<file path="config.mk">
export PLATFORM = sky130hd
export DESIGN_NAME = parking_lot_multi_flat
export DESIGN_NICKNAME = d
export VERILOG_FILES = /design/src/rtl/parking_pkg.sv /design/src/rtl/parking_lot_multi_if.sv /design/src/rtl/parking_class_cnt.sv /design/src/rtl/parking_lot_multi.sv /design/src/flat_wrapper.sv
export SDC_FILE = /design/constraint.sdc
export NUM_CORES = 1
export LEC_CHECK = 0
export ABC_AREA = 1
export CORE_ASPECT_RATIO = 0.75
export CORE_MARGIN = 2
export CORE_UTILIZATION = 45
export CTS_CLUSTER_DIAMETER = 80
export DETAILED_ROUTE_END_ITERATION = 8
export GPL_TIMING_DRIVEN = 0
export PLACE_DENSITY = 0.72
export SLEW_MARGIN = 20
export SYNTH_ARGS = -nofsm -noshare
export SYNTH_HDL_FRONTEND = slang
export SYNTH_SLANG_ARGS = --single-unit
</file>
<file path="constraint.sdc">
create_clock -name clk -period 10.3 [get_ports clk]
set_input_delay 2.06 -clock clk [delete_from_list [all_inputs] [get_ports clk]]
set_output_delay 2.06 -clock clk [all_outputs]
set_load 0.02 [all_outputs]
</file>
<file path="src/rtl/parking_pkg.sv">
`default_nettype none
// ============================================================================
// Module   : parking_pkg
// Purpose  : Shared types and constants for the multi-class parking-lot
//            controller: controller state encoding, the time-of-day schedule
//            for the class-0 quota, and the schedule lookup function.
// Ports    : none (package)
// Revision : 1.0 - initial release
// ============================================================================
package parking_pkg;

  // Controller states. The FSM itself uses the fixed-width constants below.
  typedef enum logic [0:0] {
    CONFIG = 1'b0,
    RUN    = 1'b1
  } state_e;

  localparam logic [0:0] ST_CONFIG = 1'b0;
  localparam logic [0:0] ST_RUN    = 1'b1;

  // Width of the values returned by the schedule lookup.
  localparam int SCHED_QW = 11;

  // Schedule breakpoints (hour of day).
  localparam int SCHED_H_PEAK_LO = 9;
  localparam int SCHED_H_PEAK_HI = 12;
  localparam int SCHED_H_13      = 13;
  localparam int SCHED_H_14      = 14;
  localparam int SCHED_H_15      = 15;

  // Class-0 quota for each schedule band.
  localparam logic [SCHED_QW-1:0] SCHED_Q_PEAK = SCHED_QW'(200);
  localparam logic [SCHED_QW-1:0] SCHED_Q_13   = SCHED_QW'(250);
  localparam logic [SCHED_QW-1:0] SCHED_Q_14   = SCHED_QW'(300);
  localparam logic [SCHED_QW-1:0] SCHED_Q_15   = SCHED_QW'(350);
  localparam logic [SCHED_QW-1:0] SCHED_Q_OFF  = SCHED_QW'(500);

  // Class-0 quota for a given hour of day.
  function automatic logic [SCHED_QW-1:0] sched_quota(input logic [31:0] hour);
    logic [SCHED_QW-1:0] q;
    q = SCHED_Q_OFF;
    if (hour >= 32'(SCHED_H_PEAK_LO) && hour <= 32'(SCHED_H_PEAK_HI)) begin
      q = SCHED_Q_PEAK;
    end else if (hour == 32'(SCHED_H_13)) begin
      q = SCHED_Q_13;
    end else if (hour == 32'(SCHED_H_14)) begin
      q = SCHED_Q_14;
    end else if (hour == 32'(SCHED_H_15)) begin
      q = SCHED_Q_15;
    end
    return q;
  endfunction

endpackage
`default_nettype wire

</file>
<file path="src/rtl/parking_lot_multi_if.sv">
`default_nettype none
// ============================================================================
// Module   : parking_lot_multi_if
// Purpose  : Gate handshake bundle for the parking-lot controller: entry and
//            exit requests towards the controller, one-cycle result pulses
//            back to the gate logic.
// Signals  : ent_valid/ent_class  car at entry gate and its class
//            ext_valid/ext_class  car at exit gate and its class
//            ent_grant/ent_deny   entry result pulses
//            ext_err              exit from an empty (or unknown) class
// Modports : master = gate side, slave = controller side
// Revision : 1.0 - initial release
// ============================================================================
interface parking_lot_multi_if
  import parking_pkg::*;
#(
  parameter int NUM_CLASS = 2
);
  localparam int CLS_W = (NUM_CLASS > 1) ? $clog2(NUM_CLASS) : 1;

  logic             ent_valid;
  logic [CLS_W-1:0] ent_class;
  logic             ext_valid;
  logic [CLS_W-1:0] ext_class;
  logic             ent_grant;
  logic             ent_deny;
  logic             ext_err;

  modport master (
    output ent_valid, ent_class, ext_valid, ext_class,
    input  ent_grant, ent_deny, ext_err
  );

  modport slave (
    input  ent_valid, ent_class, ext_valid, ext_class,
    output ent_grant, ent_deny, ext_err
  );

endinterface
`default_nettype wire

</file>
<file path="src/rtl/parking_class_cnt.sv">
`default_nettype none
// ============================================================================
// Module   : parking_class_cnt
// Purpose  : Per-class occupancy counter and quota register. Provides the
//            registered count/quota plus the next-cycle count and quota
//            headroom so the parent can register its status outputs in step
//            with the counter.
// Ports    : clk, rst_n              clock, synchronous active-low reset
//            load/load_quota/load_occ configuration write (highest priority)
//            quota_we/quota_in        quota overwrite (schedule)
//            inc/dec                  one-car increment / decrement
//            occ/quota                registered count and quota
//            occ_nxt/headroom_nxt     next count, next saturated quota-occ
// Revision : 1.0 - initial release
// ============================================================================
module parking_class_cnt
  import parking_pkg::*;
#(
  parameter int CNT_W     = 11,
  parameter int DEF_QUOTA = 500
) (
  input  logic             clk,
  input  logic             rst_n,
  input  logic             load,
  input  logic [CNT_W-1:0] load_quota,
  input  logic [CNT_W-1:0] load_occ,
  input  logic             quota_we,
  input  logic [CNT_W-1:0] quota_in,
  input  logic             inc,
  input  logic             dec,
  output logic [CNT_W-1:0] occ,
  output logic [CNT_W-1:0] quota,
  output logic [CNT_W-1:0] occ_nxt,
  output logic [CNT_W-1:0] headroom_nxt
);

  logic [CNT_W-1:0] occ_q, occ_d;
  logic [CNT_W-1:0] quota_q, quota_d;

  always_comb begin
    occ_d   = occ_q;
    quota_d = quota_q;
    if (load) begin
      occ_d   = load_occ;
      quota_d = load_quota;
    end else begin
      if (quota_we) begin
        quota_d = quota_in;
      end
      // inc and dec together cancel out (exit and re-entry of the same class)
      if (inc && !dec) begin
        occ_d = occ_q + CNT_W'(1);
      end else if (dec && !inc) begin
        occ_d = occ_q - CNT_W'(1);
      end
    end
    // A quota drop below the current count saturates headroom at zero
    headroom_nxt = (quota_d > occ_d) ? (quota_d - occ_d) : '0;
  end

  always_ff @(posedge clk) begin
    if (!rst_n) begin
      occ_q   <= '0;
      quota_q <= CNT_W'(DEF_QUOTA);
    end else begin
      occ_q   <= occ_d;
      quota_q <= quota_d;
    end
  end

  assign occ     = occ_q;
  assign quota   = quota_q;
  assign occ_nxt = occ_d;

endmodule
`default_nettype wire

</file>
<file path="src/rtl/parking_lot_multi.sv">
`default_nettype none
// ============================================================================
// Module   : parking_lot_multi
// Purpose  : Multi-class parking-lot occupancy controller. NUM_CLASS classes
//            share MAX_CAP spaces, each limited by its own quota; the class-0
//            quota follows a time-of-day schedule in RUN. Entry and exit are
//            processed every cycle, exit first.
// Ports    : clk, rst_n        clock, synchronous active-low reset
//            in_out_time       current hour of day
//            cfg_we/cfg_class/cfg_quota/cfg_count/cfg_done  configuration
//            gate              entry/exit handshake (slave modport)
//            cfg_err           rejected configuration write pulse
//            occ/free          per-class count / available spaces (packed)
//            total_occ, full   lot totals
//            ready             controller in RUN
// Revision : 1.0 - initial release
// ============================================================================
module parking_lot_multi
  import parking_pkg::*;
#(
  parameter int NUM_CLASS = 2,
  parameter int CNT_W     = 11,
  parameter int MAX_CAP   = 700,
  parameter int TIME_W    = 5,
  parameter int DEF_QUOTA = 500,
  parameter bit SCHED_EN  = 1'b1,
  localparam int CLS_W    = (NUM_CLASS > 1) ? $clog2(NUM_CLASS) : 1
) (
  input  logic                       clk,
  input  logic                       rst_n,
  input  logic [TIME_W-1:0]          in_out_time,
  input  logic                       cfg_we,
  input  logic [CLS_W-1:0]           cfg_class,
  input  logic [CNT_W-1:0]           cfg_quota,
  input  logic [CNT_W-1:0]           cfg_count,
  input  logic                       cfg_done,
  parking_lot_multi_if.slave         gate,
  output logic                       cfg_err,
  output logic [NUM_CLASS*CNT_W-1:0] occ,
  output logic [NUM_CLASS*CNT_W-1:0] free,
  output logic [CNT_W-1:0]           total_occ,
  output logic                       full,
  output logic                       ready
);

  localparam int               SUM_W       = CNT_W + $clog2(NUM_CLASS + 1);
  localparam logic [CLS_W:0]   NUM_CLASS_V = (CLS_W + 1)'(NUM_CLASS);
  localparam logic [CNT_W-1:0] MAX_CAP_V   = CNT_W'(MAX_CAP);

  logic [0:0]       state_q, state_d;
  logic             ent_grant_q, ent_grant_d;
  logic             ent_deny_q, ent_deny_d;
  logic             ext_err_q, ext_err_d;
  logic             cfg_err_q, cfg_err_d;
  logic [CNT_W-1:0] total_occ_q, total_occ_d;
  logic             full_q, full_d;
  logic [CNT_W-1:0] free_q [NUM_CLASS];
  logic [CNT_W-1:0] free_d [NUM_CLASS];

  logic [CNT_W-1:0] cls_occ      [NUM_CLASS];
  logic [CNT_W-1:0] cls_quota    [NUM_CLASS];
  logic [CNT_W-1:0] cls_occ_nxt  [NUM_CLASS];
  logic [CNT_W-1:0] cls_head_nxt [NUM_CLASS];
  logic [NUM_CLASS-1:0] cls_load, cls_inc, cls_dec;

  logic [CNT_W-1:0] load_occ;
  logic [CNT_W-1:0] sched_quota_w;
  logic             sched_we;
  logic [SUM_W-1:0] other_sum;
  logic             cfg_in_range, ent_in_range, ext_in_range;
  logic             ext_ok, ent_ok;
  logic [CNT_W-1:0] occ_post, total_post, cap_left;

  assign sched_quota_w = CNT_W'(sched_quota(32'(in_out_time)));
  assign sched_we      = SCHED_EN && (state_q == ST_RUN);
  assign cfg_in_range  = {1'b0, cfg_class} < NUM_CLASS_V;
  assign ent_in_range  = {1'b0, gate.ent_class} < NUM_CLASS_V;
  assign ext_in_range  = {1'b0, gate.ext_class} < NUM_CLASS_V;

  // Event handling and FSM
  always_comb begin
    state_d     = state_q;
    cls_load    = '0;
    cls_inc     = '0;
    cls_dec     = '0;
    load_occ    = cfg_count;
    cfg_err_d   = 1'b0;
    ent_grant_d = 1'b0;
    ent_deny_d  = 1'b0;
    ext_err_d   = 1'b0;
    ext_ok      = 1'b0;
    ent_ok      = 1'b0;
    occ_post    = '0;
    total_post  = '0;
    other_sum   = '0;

    // Occupancy of every class except the one being configured
    for (int c = 0; c < NUM_CLASS; c++) begin
      if (c != int'(cfg_class)) begin
        other_sum = other_sum + SUM_W'(cls_occ[c]);
      end
    end

    if (state_q == ST_CONFIG) begin
      if (cfg_we) begin
        if (!cfg_in_range) begin
          cfg_err_d = 1'b1;
        end else begin
          cls_load[cfg_class] = 1'b1;
          // Rejected writes still take the quota but clear the count
          if ((cfg_count > cfg_quota) ||
              ((other_sum + SUM_W'(cfg_count)) > SUM_W'(MAX_CAP))) begin
            load_occ  = '0;
            cfg_err_d = 1'b1;
          end
        end
      end
      if (cfg_done) begin
        state_d = ST_RUN;
      end
    end else begin
      // Exit first, so a simultaneous entry sees the freed space
      if (gate.ext_valid) begin
        if (ext_in_range && (cls_occ[gate.ext_class] != '0)) begin
          ext_ok                 = 1'b1;
          cls_dec[gate.ext_class] = 1'b1;
        end else begin
          ext_err_d = 1'b1;
        end
      end
      if (gate.ent_valid) begin
        if (ent_in_range) begin
          occ_post   = cls_occ[gate.ent_class];
          total_post = total_occ_q;
          if (ext_ok) begin
            total_post = total_post - CNT_W'(1);
            if (gate.ext_class == gate.ent_class) begin
              occ_post = occ_post - CNT_W'(1);
            end
          end
          // free > 0 <=> below own quota and below the shared capacity
          ent_ok = (occ_post < cls_quota[gate.ent_class]) && (total_post < MAX_CAP_V);
        end
        if (ent_ok) begin
          cls_inc[gate.ent_class] = 1'b1;
          ent_grant_d             = 1'b1;
        end else begin
          ent_deny_d = 1'b1;
        end
      end
    end
  end

  // Status for the cycle after this edge, from the counters' next values
  always_comb begin
    total_occ_d = '0;
    for (int c = 0; c < NUM_CLASS; c++) begin
      total_occ_d = total_occ_d + cls_occ_nxt[c];
    end
    cap_left = (total_occ_d >= MAX_CAP_V) ? '0 : (MAX_CAP_V - total_occ_d);
    full_d   = (total_occ_d == MAX_CAP_V);
    for (int c = 0; c < NUM_CLASS; c++) begin
      free_d[c] = (cls_head_nxt[c] < cap_left) ? cls_head_nxt[c] : cap_left;
    end
  end

  always_ff @(posedge clk) begin
    if (!rst_n) begin
      state_q     <= ST_CONFIG;
      ent_grant_q <= 1'b0;
      ent_deny_q  <= 1'b0;
      ext_err_q   <= 1'b0;
      cfg_err_q   <= 1'b0;
      total_occ_q <= '0;
      full_q      <= 1'b0;
      for (int c = 0; c < NUM_CLASS; c++) begin
        free_q[c] <= '0;
      end
    end else begin
      state_q     <= state_d;
      ent_grant_q <= ent_grant_d;
      ent_deny_q  <= ent_deny_d;
      ext_err_q   <= ext_err_d;
      cfg_err_q   <= cfg_err_d;
      total_occ_q <= total_occ_d;
      full_q      <= full_d;
      for (int c = 0; c < NUM_CLASS; c++) begin
        free_q[c] <= free_d[c];
      end
    end
  end

  for (genvar c = 0; c < NUM_CLASS; c++) begin : g_class
    parking_class_cnt #(
      .CNT_W     (CNT_W),
      .DEF_QUOTA (DEF_QUOTA)
    ) u_cnt (
      .clk          (clk),
      .rst_n        (rst_n),
      .load         (cls_load[c]),
      .load_quota   (cfg_quota),
      .load_occ     (load_occ),
      .quota_we     ((c == 0) && sched_we),
      .quota_in     (sched_quota_w),
      .inc          (cls_inc[c]),
      .dec          (cls_dec[c]),
      .occ          (cls_occ[c]),
      .quota        (cls_quota[c]),
      .occ_nxt      (cls_occ_nxt[c]),
      .headroom_nxt (cls_head_nxt[c])
    );
    assign occ[c*CNT_W +: CNT_W]  = cls_occ[c];
    assign free[c*CNT_W +: CNT_W] = free_q[c];
  end

  assign gate.ent_grant = ent_grant_q;
  assign gate.ent_deny  = ent_deny_q;
  assign gate.ext_err   = ext_err_q;
  assign cfg_err        = cfg_err_q;
  assign total_occ      = total_occ_q;
  assign full           = full_q;
  assign ready          = (state_q == ST_RUN);

endmodule
`default_nettype wire

</file>
<file path="src/flat_wrapper.sv">
// flat-port wrapper written by rule: the top's interface ports become plain ports
module parking_lot_multi_flat import parking_pkg::*;
#(
  parameter int NUM_CLASS = 2,
  parameter int CNT_W     = 11,
  parameter int MAX_CAP   = 700,
  parameter int TIME_W    = 5,
  parameter int DEF_QUOTA = 500,
  parameter bit SCHED_EN  = 1'b1,
  localparam int CLS_W    = (NUM_CLASS > 1) ? $clog2(NUM_CLASS) : 1
)
  (clk, rst_n, in_out_time, cfg_we, cfg_class, cfg_quota, cfg_count, cfg_done, cfg_err, occ, free, total_occ, full, ready, gate_ent_valid, gate_ent_class, gate_ext_valid, gate_ext_class, gate_ent_grant, gate_ent_deny, gate_ext_err);
  parking_lot_multi_if #(.NUM_CLASS(NUM_CLASS)) gate_i ();
  input  logic clk;
  input  logic rst_n;
  input  logic [TIME_W-1:0] in_out_time;
  input  logic cfg_we;
  input  logic [CLS_W-1:0] cfg_class;
  input  logic [CNT_W-1:0] cfg_quota;
  input  logic [CNT_W-1:0] cfg_count;
  input  logic cfg_done;
  output logic cfg_err;
  output logic [NUM_CLASS*CNT_W-1:0] occ;
  output logic [NUM_CLASS*CNT_W-1:0] free;
  output logic [CNT_W-1:0] total_occ;
  output logic full;
  output logic ready;
  input wire logic [$bits(gate_i.ent_valid)-1:0] gate_ent_valid;
  input wire logic [$bits(gate_i.ent_class)-1:0] gate_ent_class;
  input wire logic [$bits(gate_i.ext_valid)-1:0] gate_ext_valid;
  input wire logic [$bits(gate_i.ext_class)-1:0] gate_ext_class;
  output wire logic [$bits(gate_i.ent_grant)-1:0] gate_ent_grant;
  output wire logic [$bits(gate_i.ent_deny)-1:0] gate_ent_deny;
  output wire logic [$bits(gate_i.ext_err)-1:0] gate_ext_err;
  assign gate_i.ent_valid = gate_ent_valid;
  assign gate_i.ent_class = gate_ent_class;
  assign gate_i.ext_valid = gate_ext_valid;
  assign gate_i.ext_class = gate_ext_class;
  assign gate_ent_grant = gate_i.ent_grant;
  assign gate_ent_deny = gate_i.ent_deny;
  assign gate_ext_err = gate_i.ext_err;
  parking_lot_multi #(.NUM_CLASS(NUM_CLASS), .CNT_W(CNT_W), .MAX_CAP(MAX_CAP), .TIME_W(TIME_W), .DEF_QUOTA(DEF_QUOTA), .SCHED_EN(SCHED_EN)) u_core (.clk(clk), .rst_n(rst_n), .in_out_time(in_out_time), .cfg_we(cfg_we), .cfg_class(cfg_class), .cfg_quota(cfg_quota), .cfg_count(cfg_count), .cfg_done(cfg_done), .gate(gate_i), .cfg_err(cfg_err), .occ(occ), .free(free), .total_occ(total_occ), .full(full), .ready(ready));
endmodule
</file>
==> results_dict.tcl <==
set metrics [dict create \
    finalNonFillerCells 1806 \
    top_level_ports 97 \
    num_vias 9932 \
    drtIter0Drc 1116 \
    grt-ovfl-total 0 \
    grt_pass1_wl_um 48800 \
    syn2layout_area_growth_pct 22.9 \
    r2r_start "u_core.g_class[1].u_cnt.occ[10]" \
    syn_avg_cell_area_sq_um 6.31 \
    route.detailed.drc 0 \
    initial_core_util_pct 46.2 \
    clock_power_share_pct 14.0 \
    cp_common_cell "buf_4" \
    yosysUniqueCellTypes 56 \
    wl_per_cell_um 17.8 \
    clock_sinks 83 \
    whs_ns 0.510 \
    setup_viol 0 \
    dp_hpwl_um 25800 \
    fin_ws_ns 0.443 \
    combPwrFrac_pct 68.4 \
    crit_buf_inv 18 \
    clkSlewWorstSetupHoldPaths_ns 0.07 \
    worstSetupStartpointType "input port" \
    drv_cap 0 \
    required_ns 10.58 \
    num-fill-cells 1889 \
    h-tree-depth 3 \
    ant_nets 0 \
    cts_buffers 9 \
    min_period_over_period_pct 95.7 \
    slew_violations 0 \
    max-slew-margin-rel_pct 50.4 \
    gp_congestion 1.02 \
    crit_family "buffers and inverters" \
    min_path_type "reg -> reg" \
    fin_setup_tns_ns 0 \
    antenna_found_initial 0 \
    worst-slew-pin-transition_ns 0.744 \
    period_minus_slack_ns 9.86 \
    async_flop_share_pct 0 \
    cp-startpoint "cfg_class" \
    cts-root-buf "clkbuf_16" \
    hold_violations 0 \
    final_util_pct 56.8 \
    syn-cell-area_sq_um 8980 \
    sequentialPowerShare_pct 17.6 \
    p_int_mw 1.23 \
    r2r_cells 54 \
    layout-drive-gt1-share_pct 11.1 \
    pre_cts_ws_ns -2.41 \
    yosysSeqAreaShare_pct 18.5 \
    nets 1691 \
    synth-seq-cells 83 \
    syn-instance-count 1422 \
    syn-num-nets 1565 \
    core_sq_um 19400 \
    diodes 0 \
    synth_edf_count 0 \
    fmax_mhz 101 \
    critical_path_class "in -> reg" \
    die_h_um 126 \
    core.rowCount 44 \
    r2r_setup_slack_ns 1.79 \
    clockBufferDepth 2 \
    insertion_delay_ns 0.36 \
    ir_drop_mv 0.164 \
    p_sw_mw 1.20 \
    grt_usage_pct 29.7 \
    placed_cells 1770 \
    end_kind "register" \
    grt_pass1_vias 8948 \
    crit_path_end "u_core.free_q[0][14]" \
    crit_slowest_cell "fa_1" \
    die_x_um 167 \
    die-area_sq_um 21100 \
    critPathMaxFanout 10 \
    timing.rr.end "u_core.free_q[0][14]" \
    powerDensity_nw_per_um2 220 \
    wl_um 32100 \
    cts_tree "yes" \
    synth_warnings 0 \
    finalClockSkew_ns 0.0133 \
    status "completed" \
    crit_path_max_incr_delay_ns 0.41 \
    first_pass_iters 6 \
    grt_max_degree 15 \
    design_area_sq_um 11000 \
    synth_flop_cell "dfxtp_1" \
    arrival_ns 10.14 \
    leakage_nw 5.69 \
    port_buffers 95 \
    p_sw_share_pct 49.4 \
    seqCellArea_sq_um 1660 \
    place_area_sq_um 10200 \
    multi_input_area_sq_um 6520 \
    p_total_mw 2.43 \
    worst-path-stages 54 \
    cts_hold_buffers 0 \
    via_per_inst 5.50 \
]
power by group through the flow:
stage / logic (mW) / registers (mW) / clock network, mW
detailed placement: 1.44 / 0.432 / 0
global route: 1.83 / 0.432 / 0.354
finish: 1.66 / 0.427 / 0.340
CTS: 1.52 / 0.425 / 0.340
floorplan: 0.983 / 0.479 / 0
global placement: 1.42 / 0.431 / 0
how the worst min path moves through the flow:
stage,start,end,slack (ns),cells after the start
2_1_floorplan,u_core.g_class[0].u_cnt.quota[10],u_core.g_class[0].u_cnt.quota[10],0.48,2
3_3_place_gp,u_core.g_class[0].u_cnt.quota[10],u_core.g_class[0].u_cnt.quota[10],0.50,2
3_5_place_dp,u_core.g_class[0].u_cnt.quota[10],u_core.g_class[0].u_cnt.quota[10],0.50,2
4_1_cts,u_core.g_class[0].u_cnt.quota[10],u_core.g_class[0].u_cnt.quota[10],0.51,2
5_1_grt,u_core.g_class[0].u_cnt.quota[10],u_core.g_class[0].u_cnt.quota[10],0.54,2
6_report,u_core.g_class[0].u_cnt.quota[10],u_core.g_class[0].u_cnt.quota[10],0.51,2
Yosys cell counts, types with 4 or more instances:
cell | instances | share of area (%)
a21oi_1 | 86 | 4.8
buf_2 | 5 | 0.28
buf_6 | 6 | 0.75
clkbuf_1 | 23 | 0.96
dfxtp_1 | 83 | 19
fa_1 | 5 | 1.1
ha_1 | 102 | 14
inv_1 | 231 | 9.7
inv_2 | 4 | 0.17
nand2_1 | 321 | 13
nand2_2 | 13 | 0.91
nand3_1 | 64 | 3.6
nand3_2 | 21 | 2.3
nand4_1 | 26 | 1.8
nor2_1 | 157 | 6.6
nor2_2 | 5 | 0.35
nor3_1 | 23 | 1.3
nor4_1 | 9 | 0.63
o21a_1 | 13 | 1.1
o21ai_0 | 88 | 4.9
o21bai_1 | 4 | 0.33
o22ai_1 | 9 | 0.63
o31ai_1 | 8 | 0.67
or2_2 | 11 | 0.77
xnor2_1 | 9 | 0.88
xor2_1 | 47 | 4.6
what timing repair did:
action,in CTS,in global routing
endpoints found under the hold margin,0,0
setup buffers,9,10
cloned,1,0
pin swaps,2,9
gates resized for setup,35,80
endpoints found under the setup margin,22,22
worst register-to-register path, delay by kind of cell (launching register included):
| kind | cells | cell delay [ns] |
|---|---|---|
| fa+ha+maj | 3 | 1.01 |
| compound gates | 10 | 1.52 |
| xor+xnor | 3 | 0.62 |
| simple gates | 22 | 2.81 |
| flops | 1 | 0.54 |
| buf+inv | 16 | 1.93 |
cell usage in the layout (no fill, tap or decap), drive strengths merged, types with 31 or more instances in the layout:
| master | synthesis | layout |
|---|---|---|
| ha | 102 | 102 |
| clkbuf | 23 | 31 |
| o21ai | 89 | 89 |
| dfxtp | 83 | 83 |
| xor2 | 47 | 47 |
| inv | 235 | 236 |
| buf | 13 | 38 |
| a21oi | 88 | 88 |
| nand2 | 337 | 337 |
| nand3 | 88 | 88 |
| clkdlybuf4s50 | 0 | 91 |
| nor2 | 165 | 165 |
flip-flops by register name (all words and copies together) (netlist names):
register / flops
u_core.g_class.u_cnt.quota: 22
u_core.gate.ent_grant: 1
u_core.total_occ: 11
u_core.gate.ent_deny: 1
u_core.g_class.u_cnt.occ: 22
u_core.free_q: 22
u_core.ready: 1
u_core.full: 1
u_core.cfg_err: 1
u_core.gate.ext_err: 1
layer usage:
layer / vias up / wire length [um] / global-route usage (%)
li1: 4859 / - / -
met5: - / 86 / 2.97
met3: 64 / 3810 / 7.64
met1: 4493 / 14800 / 44.5
met4: 2 / 723 / 6.85
met2: 514 / 12700 / 42.1
cells by family after synthesis:
family,Yosys count,share of synthesized area [%]
fa+ha+maj,107,15.3
xor+xnor,56,5.46
buf+inv,275,12.2
compound gates,231,14.5
mux,2,0.223
simple gates,668,33.8
flops,83,18.5
final cells by class:
class	instances	share of cell area [%]
timing repair buffer	115	9.96
clock inverter	5	0.555
tap	253	2.87
clock buffer	11	2.11
sequential	83	15.1
multi-input combinational	1064	59.1
inverter	239	8.21
buffer	36	2.15
Note: power is estimated with default switching activity, not from simulation.
